<file path="config.mk">
export PLATFORM = sky130hd
export DESIGN_NAME = display_scan
export DESIGN_NICKNAME = d
export VERILOG_FILES = /design/src/rtl/display_scan.sv
export SDC_FILE = /design/constraint.sdc
export NUM_CORES = 1
export LEC_CHECK = 0
export BUFFER_PORTS_ARGS = -buffer_cell sky130_fd_sc_hd__buf_2
export CAP_MARGIN = 0
export CORE_MARGIN = 8
export CORE_UTILIZATION = 55
export CTS_CLUSTER_SIZE = 20
export DETAILED_ROUTE_END_ITERATION = 10
export PLACE_DENSITY = 0.8
export RECOVER_POWER = 50
export SYNTH_ARGS = -nofsm -noshare
export SYNTH_HDL_FRONTEND = slang
export SYNTH_SLANG_ARGS = --single-unit
</file>
<file path="constraint.sdc">
create_clock -name clk -period 7.4 [get_ports clk]
set_input_delay 1.48 -clock clk [delete_from_list [all_inputs] [get_ports clk]]
set_output_delay 1.48 -clock clk [all_outputs]
set_load 0.05 [all_outputs]
</file>
<file path="src/rtl/display_scan.sv">
// HUB75 panel scanner: reads the front half of a double-buffered frame memory row by row
// and drives the panel with binary-coded modulation, MSB plane first.

module display_scan_lane #(
  parameter int cw = 8,
  parameter int pw = 3
) (
  input  logic            clk,
  input  logic            rst_n,
  input  logic            load,
  input  logic [pw-1:0]   plane,
  input  logic [3*cw-1:0] pix,
  output logic            r,
  output logic            g,
  output logic            b
);
  logic r_q, g_q, b_q, r_d, g_d, b_d;
  logic [cw-1:0] pix_r, pix_g, pix_b;

  always_comb begin
    pix_r = pix[2*cw +: cw];
    pix_g = pix[cw +: cw];
    pix_b = pix[0 +: cw];
    r_d = r_q;
    g_d = g_q;
    b_d = b_q;
    if (load) begin
      r_d = pix_r[plane];
      g_d = pix_g[plane];
      b_d = pix_b[plane];
    end
  end

  always_ff @(posedge clk or negedge rst_n) begin
    if (!rst_n) begin
      r_q <= 1'b0;
      g_q <= 1'b0;
      b_q <= 1'b0;
    end else begin
      r_q <= r_d;
      g_q <= g_d;
      b_q <= b_d;
    end
  end

  assign r = r_q;
  assign g = g_q;
  assign b = b_q;
endmodule

module display_scan #(
  parameter int segments = 1,
  parameter int rows     = 8,
  parameter int columns  = 32,
  parameter int width    = 24,
  parameter int oe_base  = 4
) (
  input  logic                         clk,
  input  logic                         rst_n,
  input  logic                         swap_req,
  output logic                         swap_ack,
  output logic                         flip,
  output logic [$clog2(rows)-1:0]      rrow,
  output logic [$clog2(columns)-1:0]   rcol,
  input  logic [width*segments-1:0]    rdata,
  output logic [segments-1:0]          panel_r,
  output logic [segments-1:0]          panel_g,
  output logic [segments-1:0]          panel_b,
  output logic                         panel_clk,
  output logic                         panel_lat,
  output logic                         panel_oe_n,
  output logic [$clog2(rows)-1:0]      panel_addr
);
  localparam int CW       = width / 3;
  localparam int PW       = (CW > 1) ? $clog2(CW) : 1;
  localparam int RW       = $clog2(rows);
  localparam int CLW      = $clog2(columns);
  localparam int DISP_MAX = oe_base << (CW - 1);
  localparam int CNT_MAX  = (DISP_MAX > 2 * columns) ? DISP_MAX : 2 * columns;
  localparam int CNT_W    = $clog2(CNT_MAX + 1);

  localparam logic [CNT_W-1:0] SHIFT_LAST = CNT_W'(2 * columns);
  localparam logic [CNT_W-1:0] CNT_ONE    = CNT_W'(1);
  localparam logic [CNT_W-1:0] CNT_TWO    = CNT_W'(2);
  localparam logic [RW-1:0]    ROW_LAST   = RW'(rows - 1);
  localparam logic [PW-1:0]    PLANE_MSB  = PW'(CW - 1);

  localparam logic [1:0] S_SHIFT = 2'd0;
  localparam logic [1:0] S_LATCH = 2'd1;
  localparam logic [1:0] S_DISP  = 2'd2;
  localparam logic [1:0] S_BLANK = 2'd3;

  logic [1:0]       state_q, state_d;
  logic [CNT_W-1:0] cnt_q, cnt_d, disp_len;
  logic [PW-1:0]    plane_q, plane_d;
  logic [RW-1:0]    row_q, row_d, panel_addr_q, panel_addr_d;
  logic [CLW-1:0]   rcol_q, rcol_d;
  logic             flip_q, flip_d, swap_ack_q, swap_ack_d;
  logic             panel_clk_q, panel_clk_d, panel_lat_q, panel_lat_d;
  logic             panel_oe_n_q, panel_oe_n_d;
  logic             load;

  always_comb begin
    state_d      = state_q;
    cnt_d        = cnt_q;
    plane_d      = plane_q;
    row_d        = row_q;
    rcol_d       = rcol_q;
    flip_d       = flip_q;
    swap_ack_d   = 1'b0;
    panel_clk_d  = 1'b0;
    panel_lat_d  = 1'b0;
    panel_oe_n_d = 1'b1;
    panel_addr_d = panel_addr_q;
    load         = 1'b0;
    disp_len     = CNT_W'(oe_base) << plane_q;
    case (state_q)
      S_SHIFT: begin
        // Address column c on even cycles; its data lands on the odd cycle after,
        // so capture on odd cycles and raise panel_clk on the following even one.
        panel_clk_d = !cnt_q[0] && (cnt_q >= CNT_TWO);
        load        = cnt_q[0];
        if (cnt_q[0] && (cnt_q < SHIFT_LAST - CNT_ONE)) rcol_d = rcol_q + CLW'(1);
        if (cnt_q == SHIFT_LAST) begin
          state_d = S_LATCH;
          cnt_d   = '0;
          rcol_d  = '0;
        end else begin
          cnt_d = cnt_q + CNT_ONE;
        end
      end
      S_LATCH: begin
        panel_lat_d  = 1'b1;
        panel_addr_d = row_q;
        state_d      = S_DISP;
        cnt_d        = '0;
      end
      S_DISP: begin
        panel_oe_n_d = 1'b0;
        if (cnt_q == disp_len - CNT_ONE) begin
          state_d = S_BLANK;
          cnt_d   = '0;
        end else begin
          cnt_d = cnt_q + CNT_ONE;
        end
      end
      default: begin
        state_d = S_SHIFT;
        if (plane_q == '0) begin
          plane_d = PLANE_MSB;
          row_d   = (row_q == ROW_LAST) ? '0 : row_q + RW'(1);
          // Buffers only swap between frames so a frame never mixes halves.
          if ((row_q == ROW_LAST) && swap_req) begin
            swap_ack_d = 1'b1;
            flip_d     = !flip_q;
          end
        end else begin
          plane_d = plane_q - PW'(1);
        end
      end
    endcase
  end

  always_ff @(posedge clk or negedge rst_n) begin
    if (!rst_n) begin
      state_q      <= S_SHIFT;
      cnt_q        <= '0;
      plane_q      <= PLANE_MSB;
      row_q        <= '0;
      rcol_q       <= '0;
      flip_q       <= 1'b0;
      swap_ack_q   <= 1'b0;
      panel_clk_q  <= 1'b0;
      panel_lat_q  <= 1'b0;
      panel_oe_n_q <= 1'b1;
      panel_addr_q <= '0;
    end else begin
      state_q      <= state_d;
      cnt_q        <= cnt_d;
      plane_q      <= plane_d;
      row_q        <= row_d;
      rcol_q       <= rcol_d;
      flip_q       <= flip_d;
      swap_ack_q   <= swap_ack_d;
      panel_clk_q  <= panel_clk_d;
      panel_lat_q  <= panel_lat_d;
      panel_oe_n_q <= panel_oe_n_d;
      panel_addr_q <= panel_addr_d;
    end
  end

  for (genvar k = 0; k < segments; k++) begin : g_lane
    display_scan_lane #(.cw(CW), .pw(PW)) u_lane (
      .clk   (clk),
      .rst_n (rst_n),
      .load  (load),
      .plane (plane_q),
      .pix   (rdata[k*width +: width]),
      .r     (panel_r[k]),
      .g     (panel_g[k]),
      .b     (panel_b[k])
    );
  end

  assign swap_ack   = swap_ack_q;
  assign flip       = flip_q;
  assign rrow       = row_q;
  assign rcol       = rcol_q;
  assign panel_clk  = panel_clk_q;
  assign panel_lat  = panel_lat_q;
  assign panel_oe_n = panel_oe_n_q;
  assign panel_addr = panel_addr_q;
endmodule

</file>
==> impl_metrics.env, run 1 <==
export IMPL_yosysSeqAreaShare=0.373
export IMPL_utilization=0.650
export IMPL_firstDrtPassIters=4
export IMPL_vias=1843
export IMPL_antenna_found_initial=0
export IMPL_track_usage=0.158
export IMPL_drv_cap=1
export IMPL_totalPowerFinal_uw=373
export IMPL_cp_endpoint="cnt_q[5]"
export IMPL_synthTopCellsByArea="dfrtp_1 (33%), ha_1 (8.7%), mux4_2 (5.9%), dfstp_2 (4.6%), nand2_1 (3.4%)"
export IMPL_r2r_end="cnt_q[5]"
export IMPL_grt_max_degree=35
export IMPL_syn_nets=278
export IMPL_die_h_um=80.6
export IMPL_worstSkewPairLatency_ns=0.29
export IMPL_r2r_start="plane_q[0]"
export IMPL_diodes=0
export IMPL_path_cells="inv_1 > ha_1 > and2b_1 > inv_1 > ha_1 > xor2_1 > o311ai_0 > a2111oi_2 > o2111ai_1 > o41ai_2 > o21bai_2 > a21o_1"
export IMPL_clock_skew_ns=0.00971
export IMPL_reg2reg_depth=12
export IMPL_num_rows=23
export IMPL_grt_first_pass_wirelength_mm=8.24
export IMPL_synth_edff_count=0
export IMPL_cp_max_fo=13
export IMPL_fin_cells=321
export IMPL_cp_start_kind="flop"
export IMPL_routabilityCongestion=0.870
export IMPL_critPathMaxStageDelay_ns=0.96
export IMPL_p_per_area_nw_per_um2=143
export IMPL_regArea_um2=856
export IMPL_critPathTopFamily="compound AO/OA/AOI/OAI gates"
export IMPL_synth_cell_type_count=52
export IMPL_cts_buffers_inserted=5
export IMPL_cp_end_kind="flop"
export IMPL_cts_path_max_buffers=2
export IMPL_cts_tree="done"
export IMPL_grt_overflow=0
export IMPL_finalCritPeriodShare=0.588
export IMPL_synth_top_cell_area_share=0.328
export IMPL_cts_root_buf="clkbuf_8"
export IMPL_nNetsFinal=313
export IMPL_crit_cells=12
export IMPL_io_pins=46
export IMPL_max_slew_margin=-0.208
export IMPL_cts_setup_buffers=0
export IMPL_drive_above_1_share=0.266
export IMPL_multiInputGateArea_um2=1300
export IMPL_path_class="flop to flop"
export IMPL_cts_hold_buf=0
export IMPL_synth_ff_type="dfrtp_1"
export IMPL_synthArstFlopShare=1.00
export IMPL_wire_per_inst_um=15.0
export IMPL_drv_slew=35
export IMPL_worstMarginPinSlew_ns=1.81
export IMPL_routed_wl_mm=4.82
export IMPL_htree_num_levels=2
export IMPL_syn_inst=235
export IMPL_setup_tns_ns=0
export IMPL_rsz0062_at_grt="false"
export IMPL_clk_pin_slew_ns=0.07
export IMPL_setup_violations=0
export IMPL_ff2ff_setup_slack_ns=3.05
export IMPL_netlist_area_um2=2290
export IMPL_dp_cells=313
export IMPL_initial_core_util=0.573
export IMPL_period_minus_slack_ns=4.35
export IMPL_chipWidth_um=80.6
export IMPL_ant_nets=0
export IMPL_status="complete, but fails checks"
export IMPL_hp_class="flop to flop"
export IMPL_worstPathArrival_ns=4.53
export IMPL_grt_pass1_vias=1880
export IMPL_routed_via_density=5.74
export IMPL_drtIter0Drc=87
export IMPL_clock_sinks=34
export IMPL_dpl_hpwl_mm=3.48
export IMPL_yosysWarnings=0
export IMPL_fillCellCount=335
export IMPL_required_ns=7.58
export IMPL_cp_buffers_inverters=2
export IMPL_drc=0
export IMPL_hold_viol=0
export IMPL_p_leak_uw=0.00125
export IMPL_synthToLayoutAreaGrowth_pct=13.4
export IMPL_synth_top_area_cell="dfrtp_1"
export IMPL_worst_path_max_delay_cell="o41ai_2"
export IMPL_die_area_um2=6490
export IMPL_critical_path_startpoint="plane_q[0]"
export IMPL_synth_area_per_cell_um2=9.75
export IMPL_synth_seq_cells=34
export IMPL_core_um2=4000
export IMPL_ys_top_cells_by_count="dfrtp_1 (30), nand2_1 (21), ha_1 (16)"
export IMPL_ir_drop_mv=0.0950
export IMPL_maxClockFrequency_mhz=230
export IMPL_synth_most_common_cell="dfrtp_1"
export IMPL_violations="capacitance limit, slew limit"
export IMPL_cts_resized=0
export IMPL_port_buffers=45
## per-stage QoR
| step | instance area, µm² | setup slack, ns | hold slack [ns] |
|---|---|---|---|
| after CTS | 2600 | 3.33 | 0.467 |
| after global routing | 2600 | 2.76 | 0.493 |
| after floorplan | 2290 | 4.00 | 0.528 |
| after detailed placement | 2490 | 3.44 | 0.458 |
| final | 2600 | 3.05 | 0.459 |
| after global placement | 2490 | 3.62 | 0.452 |
## power by group
| group | total [µW] | switching [µW] | internal (µW) |
|---|---|---|---|
| logic | 17.2 | 9.32 | 7.89 |
| clock network | 169 | 69.4 | 99.1 |
| registers | 187 | 0.456 | 187 |
## cell type report
| class | instances | area share |
|---|---|---|
| multi-input combinational | 172 | 0.501 |
| clock inverter | 3 | 0.0154 |
| sequential | 34 | 0.329 |
| inverter | 12 | 0.0173 |
| tap | 50 | 0.0241 |
| clock buffer | 5 | 0.0265 |
| timing repair buffer | 45 | 0.0862 |
## worst register-to-register path, cell delays in order (launching register included)
cell,delay [ns]
dfstp_1,0.85
inv_1,0.17
ha_1,0.39
and2b_1,0.26
inv_1,0.09
ha_1,0.24
xor2_1,0.19
o311ai_0,0.24
a2111oi_2,0.29
o2111ai_1,0.21
o41ai_2,0.96
o21bai_2,0.14
a21o_1,0.21
## state kept, by name, indices dropped and copies added, names as in the netlist, 2 cells and up
register    flops
cnt_q          10
panel_addr      3
plane_q         3
rcol            5
rrow            3
state_q         2
## per-layer routing
layer / share of wire / track usage / vias up
li1: - / - / 906
met1: 0.42 / 0.181 / 859
met2: 0.47 / 0.260 / 72
met3: 0.093 / 0.0636 / 6
met4: 0.014 / 0.0527 / 0
met5: 0 / 0 / -
## worst min path at each step
stage             start  endpoint  slack [ns]  depth (start not counted)
2_1_floorplan  cnt_q[9]  cnt_q[9]        0.53                          1
3_3_place_gp       flip      flip        0.45                          1
3_5_place_dp       flip      flip        0.46                          1
4_1_cts            flip      flip        0.47                          1
5_1_grt            flip      flip        0.49                          1
6_report           flip      flip        0.46                          1
## placed cells by master (no fill, tap or decap), types with 3 or more instances in the layout
| cell | count |
|---|---|
| nor3_1 | 9 |
| xor2_1 | 4 |
| ha_1 | 16 |
| xnor2_1 | 6 |
| mux2_2 | 5 |
| inv_1 | 11 |
| mux4_2 | 6 |
| and3_1 | 3 |
| nand2_1 | 21 |
| dfstp_2 | 3 |
| a21oi_1 | 15 |
| dfrtp_1 | 30 |
| or3_1 | 5 |
| clkbuf_8 | 5 |
| a21o_1 | 10 |
| nor2_1 | 12 |
| nand3_1 | 8 |
| mux2i_1 | 6 |
| buf_2 | 44 |
| o21ai_0 | 9 |
## logic make-up (layout without fill, tap and decap cells)
logic type,count (synthesis),in the layout,synth area share
and+or+nand+nor,74,74,0.165
AOI/OAI and AO/OA,55,55,0.168
DFF,34,34,0.373
buffers and inverters,29,65,0.0584
muxes,17,17,0.110
adders and majority gates,16,16,0.0873
xor gates and xnor gates,10,10,0.0382
Power figures use the tool's default switching activity.
==> run 2, diff against run 1 <==
--- a/config.mk
+++ b/config.mk
@@ -5,6 +5,7 @@
 export SDC_FILE = /design/constraint.sdc
 export NUM_CORES = 1
 export LEC_CHECK = 0
+export ABC_AREA = 1
 export BUFFER_PORTS_ARGS = -buffer_cell sky130_fd_sc_hd__buf_2
 export CAP_MARGIN = 0
 export CORE_MARGIN = 8
==> constraint.sdc (replaced) <==
create_clock -name clk -period 4.6 [get_ports clk]
set_input_delay 0.92 -clock clk [delete_from_list [all_inputs] [get_ports clk]]
set_output_delay 0.92 -clock clk [all_outputs]
set_load 0.05 [all_outputs]
==> impl_metrics.env, run 2 <==
export IMPL_final_cell_mix="nand2_1 (111), buf_2 (43), nor2_1 (35)"
export IMPL_hold_viol=0
export IMPL_synthTopCellsByArea="dfrtp_1 (32%), nand2_1 (18%), ha_1 (8.5%), nor2_1 (5.6%), dfstp_2 (4.5%)"
export IMPL_clock_skew_ns=0.00368
export IMPL_synth_ff_type="dfrtp_1"
export IMPL_core_um2=4230
export IMPL_drc=0
export IMPL_cts_setup_buffers=0
export IMPL_synth_seq_cells=34
export IMPL_synthToLayoutAreaGrowth_pct=15.5
export IMPL_drive_above_1_share=0.203
export IMPL_ant_nets=0
export IMPL_cts_root_buf="clkbuf_8"
export IMPL_die_h_um=81.5
export IMPL_violations="capacitance limit, slew limit"
export IMPL_fillCellCount=356
export IMPL_required_ns=4.78
export IMPL_port_buffers=45
export IMPL_diodes=0
export IMPL_hp_class="flop to flop"
export IMPL_antenna_found_initial=0
export IMPL_placed_cell_area_um2=2610
export IMPL_routed_wl_mm=5.60
export IMPL_setup_tns_ns=0
export IMPL_drv_slew=35
export IMPL_fin_area_um2=2720
export IMPL_vias=2266
export IMPL_finalCritPeriodShare=0.635
export IMPL_synthArstFlopShare=1.00
export IMPL_track_usage=0.183
export IMPL_yosysWarnings=0
export IMPL_rsz0062_at_grt="false"
export IMPL_p_per_area_nw_per_um2=222
export IMPL_synth_top_area_cell="dfrtp_1"
export IMPL_regArea_um2=856
export IMPL_clk_pin_slew_ns=0.07
export IMPL_top_register="cnt_q"
export IMPL_grt_first_pass_wirelength_mm=9.69
export IMPL_wire_per_inst_um=13.3
export IMPL_place_ws_ns=1.90
export IMPL_path_class="flop to flop"
export IMPL_fin_ws_ns=1.68
export IMPL_num_rows=24
export IMPL_period_minus_slack_ns=2.92
export IMPL_max_slew_margin=-0.216
export IMPL_maxClockFrequency_mhz=342
export IMPL_cts_buffers_inserted=5
export IMPL_routabilityCongestion=0.912
export IMPL_status="complete, but fails checks"
export IMPL_worstPathArrival_ns=3.10
export IMPL_cts_path_max_buffers=2
export IMPL_clock_sinks=34
export IMPL_ys_top_cells_by_count="nand2_1 (111), nor2_1 (35), dfrtp_1 (30)"
export IMPL_io_pins=46
export IMPL_synth_most_common_cell="nand2_1"
export IMPL_multiInputGateArea_um2=1340
export IMPL_firstDrtPassIters=4
export IMPL_synth_area_per_cell_um2=7.29
export IMPL_cts_hold_buf=0
export IMPL_synth_edff_count=0
export IMPL_cts_resized=0
export IMPL_syn_nets=366
export IMPL_syn_inst=323
export IMPL_grt_overflow=0
export IMPL_cp_max_fo=16
export IMPL_synth_cell_type_count=33
export IMPL_cts_tree="done"
export IMPL_worstMarginPinSlew_ns=1.82
export IMPL_drv_cap=1
export IMPL_chipWidth_um=81.5
export IMPL_grt_pass1_vias=2235
export IMPL_synth_top_cell_area_share=0.319
export IMPL_cp_end_kind="flop"
export IMPL_routed_via_density=5.37
export IMPL_largest_reg_flops=10
export IMPL_grt_max_degree=35
export IMPL_die_area_um2=6630
export IMPL_layout_commonest_cell="nand2_1"
export IMPL_htree_num_levels=2
export IMPL_dpl_hpwl_mm=4.20
export IMPL_initial_core_util=0.556
export IMPL_p_leak_uw=0.00144
export IMPL_worstSkewPairLatency_ns=0.29
export IMPL_ir_drop_mv=0.269
export IMPL_nNetsFinal=412
export IMPL_netlist_area_um2=2360
export IMPL_yosysSeqAreaShare=0.363
export IMPL_drtIter0Drc=177
export IMPL_cp_start_kind="flop"
export IMPL_setup_violations=0
run 2: worst paths after layout:
check | slack (ns) | endpoint | startpoint | cells past startpoint
setup / recovery | 1.68 | cnt_q[5] | plane_q[0] | 16
hold / removal | 0.47 | flip | flip | 1
setup reg to reg | 1.68 | cnt_q[5] | plane_q[0] | 16
hold reg to reg | 0.47 | flip | flip | 1
max in group asynchronous | 2.43 | cnt_q[0] | rst_n | 1
min in group asynchronous | 1.11 | panel_addr[2] | rst_n | 1
run 2: cells by family after synthesis:
| kind of cell | synth area share |
|---|---|
| buffers and inverters | 0.0664 |
| XOR/XNOR | 0.0335 |
| AND/OR/NAND/NOR | 0.348 |
| AO/OA/AOI/OAI | 0.0898 |
| adder cells (fa/ha/maj) | 0.0850 |
| multiplexers | 0.0143 |
| flip-flops | 0.363 |
run 2: report_power, final:
group / total [µW] / internal, µW / switching, µW
sequential: 301 / 300 / 0.701
combinational: 26.2 / 10.1 / 16.1
clock: 277 / 161 / 116
run 2: through the flow:
step	total power (µW)	utilization	std cells	hold slack, ns
2_1_floorplan	315	-	323	0.468
3_3_place_gp	333	0.616	414	0.455
3_5_place_dp	333	0.616	414	0.459
4_1_cts	608	0.643	422	0.471
5_1_grt	621	0.642	422	0.478
6_report	604	0.642	422	0.465
run 2: critical path, cell delays in order (launching register included):
cell and delay [ns]:
dfstp_1 0.78, inv_1 0.33, ha_1 0.37, nand2_4 0.12, ha_1 0.25, nand2_1 0.08
nand2_1 0.05, nor2_1 0.08, nand2_1 0.06, nor2_1 0.09, nand2_1 0.05, nor2_1 0.13
nand3_2 0.11, nand2_4 0.09, nand2_4 0.09, nand2_1 0.08, nand2_1 0.06
run 2: cell type report:
cell class,count,area share
clock buffers,5,0.0253
clock inverters,3,0.0166
inverters,31,0.0437
multi-input cells,252,0.494
flip-flops and latches,34,0.315
well taps,52,0.0239
repair buffers,45,0.0819
run 2: metal layers:
layer,track usage,wire length (µm)
met3,0.0339,226
met5,0,0
met2,0.325,2890
met4,0.0804,98
met1,0.211,2390
==> run 3, diff against run 2 <==
--- a/config.mk
+++ b/config.mk
@@ -5,7 +5,7 @@
 export SDC_FILE = /design/constraint.sdc
 export NUM_CORES = 1
 export LEC_CHECK = 0
-export ABC_AREA = 1
+export ABC_AREA = 0
 export BUFFER_PORTS_ARGS = -buffer_cell sky130_fd_sc_hd__buf_2
 export CAP_MARGIN = 0
 export CORE_MARGIN = 8
==> constraint.sdc (replaced) <==
create_clock -name clk -period 2.7 [get_ports clk]
set_input_delay 0.54 -clock clk [delete_from_list [all_inputs] [get_ports clk]]
set_output_delay 0.54 -clock clk [all_outputs]
set_load 0.05 [all_outputs]
==> impl_metrics.env, run 3 (same netlist as run 1, synthesis figures left out) <==
export IMPL_status="complete, but fails checks"
export IMPL_violations="capacitance limit, slew limit, setup timing"
export IMPL_worstPathArrival_ns=3.06
export IMPL_required_ns=2.88
export IMPL_p_leak_uw=0.00138
export IMPL_drv_cap=1
export IMPL_drive_above_1_share=0.372
export IMPL_diodes=0
export IMPL_cp_start_kind="flop"
export IMPL_critPathTopFamily="compound AO/OA/AOI/OAI gates"
export IMPL_hold_viol=0
export IMPL_firstDrtPassIters=5
export IMPL_cp_end_kind="flop"
export IMPL_worst_path_max_delay_cell="dfstp_2"
export IMPL_clk_pin_slew_ns=0.08
export IMPL_setup_violations=11
export IMPL_max_slew_margin=-0.207
export IMPL_path_class="flop to flop"
export IMPL_grt_pass1_vias=1965
export IMPL_num_rows=23
export IMPL_largest_reg_flops=10
export IMPL_track_usage=0.176
export IMPL_drv_slew=35
export IMPL_r2r_start="plane_q[0]"
export IMPL_routabilityCongestion=0.822
export IMPL_reg2reg_depth=13
export IMPL_fin_cells=340
export IMPL_chipWidth_um=80.6
export IMPL_worstMarginPinSlew_ns=1.81
export IMPL_htree_num_levels=2
export IMPL_ant_nets=0
export IMPL_hold_start="swap_req"
export IMPL_period_minus_slack_ns=2.88
export IMPL_finalCritPeriodShare=1.07
export IMPL_grt_first_pass_wirelength_mm=9.02
export IMPL_hp_class="input pin to flop"
export IMPL_cts_tree="done"
export IMPL_die_area_um2=6490
export IMPL_placed_cell_area_um2=2650
export IMPL_cp_buffers_inverters=3
export IMPL_nNetsFinal=332
export IMPL_io_pins=46
export IMPL_hold_depth=3
export IMPL_path_cells="inv_4 > ha_4 > and2b_1 > inv_2 > ha_4 > xnor2_2 > xnor2_1 > a2111oi_2 > o2111ai_2 > o41ai_2 > buf_4 > o21bai_2 > a21o_1"
export IMPL_rsz0062_at_grt="true"
export IMPL_ir_drop_mv=0.372
export IMPL_grt_max_degree=35
export IMPL_routed_via_density=5.90
export IMPL_core_um2=4000
export IMPL_dpl_hpwl_mm=3.86
export IMPL_r2r_end="cnt_q[5]"
export IMPL_top_register="cnt_q"
export IMPL_initial_core_util=0.573
export IMPL_drc=0
export IMPL_cts_root_buf="clkbuf_8"
export IMPL_cpMostUsedCell="ha_4"
export IMPL_fin_area_um2=2860
export IMPL_cts_buffers_inserted=5
export IMPL_clock_sinks=34
export IMPL_min_to="swap_ack"
export IMPL_vias=2006
export IMPL_final_cell_mix="buf_2 (44), dfrtp_1 (30), nand2_1 (21)"
export IMPL_dp_cells=329
export IMPL_die_h_um=80.6
export IMPL_worstSkewPairLatency_ns=0.30
export IMPL_layout_commonest_cell="buf_2"
export IMPL_maxClockFrequency_mhz=348
export IMPL_drtIter0Drc=135
export IMPL_ff2ff_setup_slack_ns=-0.18
export IMPL_port_buffers=45
export IMPL_grt_overflow=0
export IMPL_clock_skew_ns=0.0123
export IMPL_cp_max_fo=7
export IMPL_routed_wl_mm=5.54
export IMPL_wire_per_inst_um=16.3
export IMPL_synthToLayoutAreaGrowth_pct=24.9
export IMPL_critPathMaxStageDelay_ns=0.57
export IMPL_place_ws_ns=-0.167
export IMPL_fillCellCount=285
export IMPL_fin_ws_ns=-0.176
export IMPL_cts_path_max_buffers=2
export IMPL_p_per_area_nw_per_um2=396
export IMPL_antenna_found_initial=0
## run 3: power by group
part / switching [µW] / internal (µW)
sequential: 1.15 / 512
combinational: 26.6 / 21.7
clock: 204 / 370
## run 3: cell type report
class,count,area [µm²],area share
tap,50,62.6,0.0218
clock inverter,3,68.8,0.0240
clock buffer,5,68.8,0.0240
sequential,34,856,0.299
multi-input combinational,172,1390,0.487
timing repair buffer,64,367,0.128
inverter,12,47.5,0.0166
## run 3: worst max path at each step
| stage | endpoint | cells past startpoint | startpoint | slack [ns] |
|---|---|---|---|---|
| floorplan | cnt_q[5] | 14 | plane_q[0] | -0.33 |
| global placement | cnt_q[6] | 13 | plane_q[0] | -0.08 |
| detailed placement | cnt_q[5] | 13 | plane_q[0] | -0.17 |
| CTS | state_q[0] | 12 | plane_q[0] | -0.14 |
| global route | cnt_q[5] | 13 | plane_q[0] | -0.34 |
| finish | cnt_q[5] | 13 | plane_q[0] | -0.18 |
## run 3: routing by layer
metal,GRT usage,part of all wire,up-vias
li1,-,-,947
met1,0.194,0.39,973
met2,0.303,0.51,74
met3,0.0536,0.076,12
met4,0.0800,0.023,0
met5,0,0,-
## run 3: per-stage QoR
step	hold slack [ns]	TNS (ns)	util	power, µW
3_5_place_dp	0.493	-1.31	0.662	572
6_report	0.473	-1.31	0.716	1130
2_1_floorplan	0.244	-2.83	-	540
5_1_grt	0.484	-3.22	0.716	1180
3_3_place_gp	0.451	-0.457	0.662	570
4_1_cts	0.328	-0.969	0.703	1140
## run 3: what timing repair did
action                                  4_1_cts  5_1_grt
resized for setup                             4       10
buffers inserted                              1        1
cloned                                        1        0
endpoints found under the setup margin       12       12
hold buffers                                  0        0
pin swaps                                     2        3
## run 3: tightest hold or removal path: cells and delay by family
kind | cells | cell delay (ns)
buffers and inverters | 1 | 0.09
and+or+nand+nor | 2 | 0.10
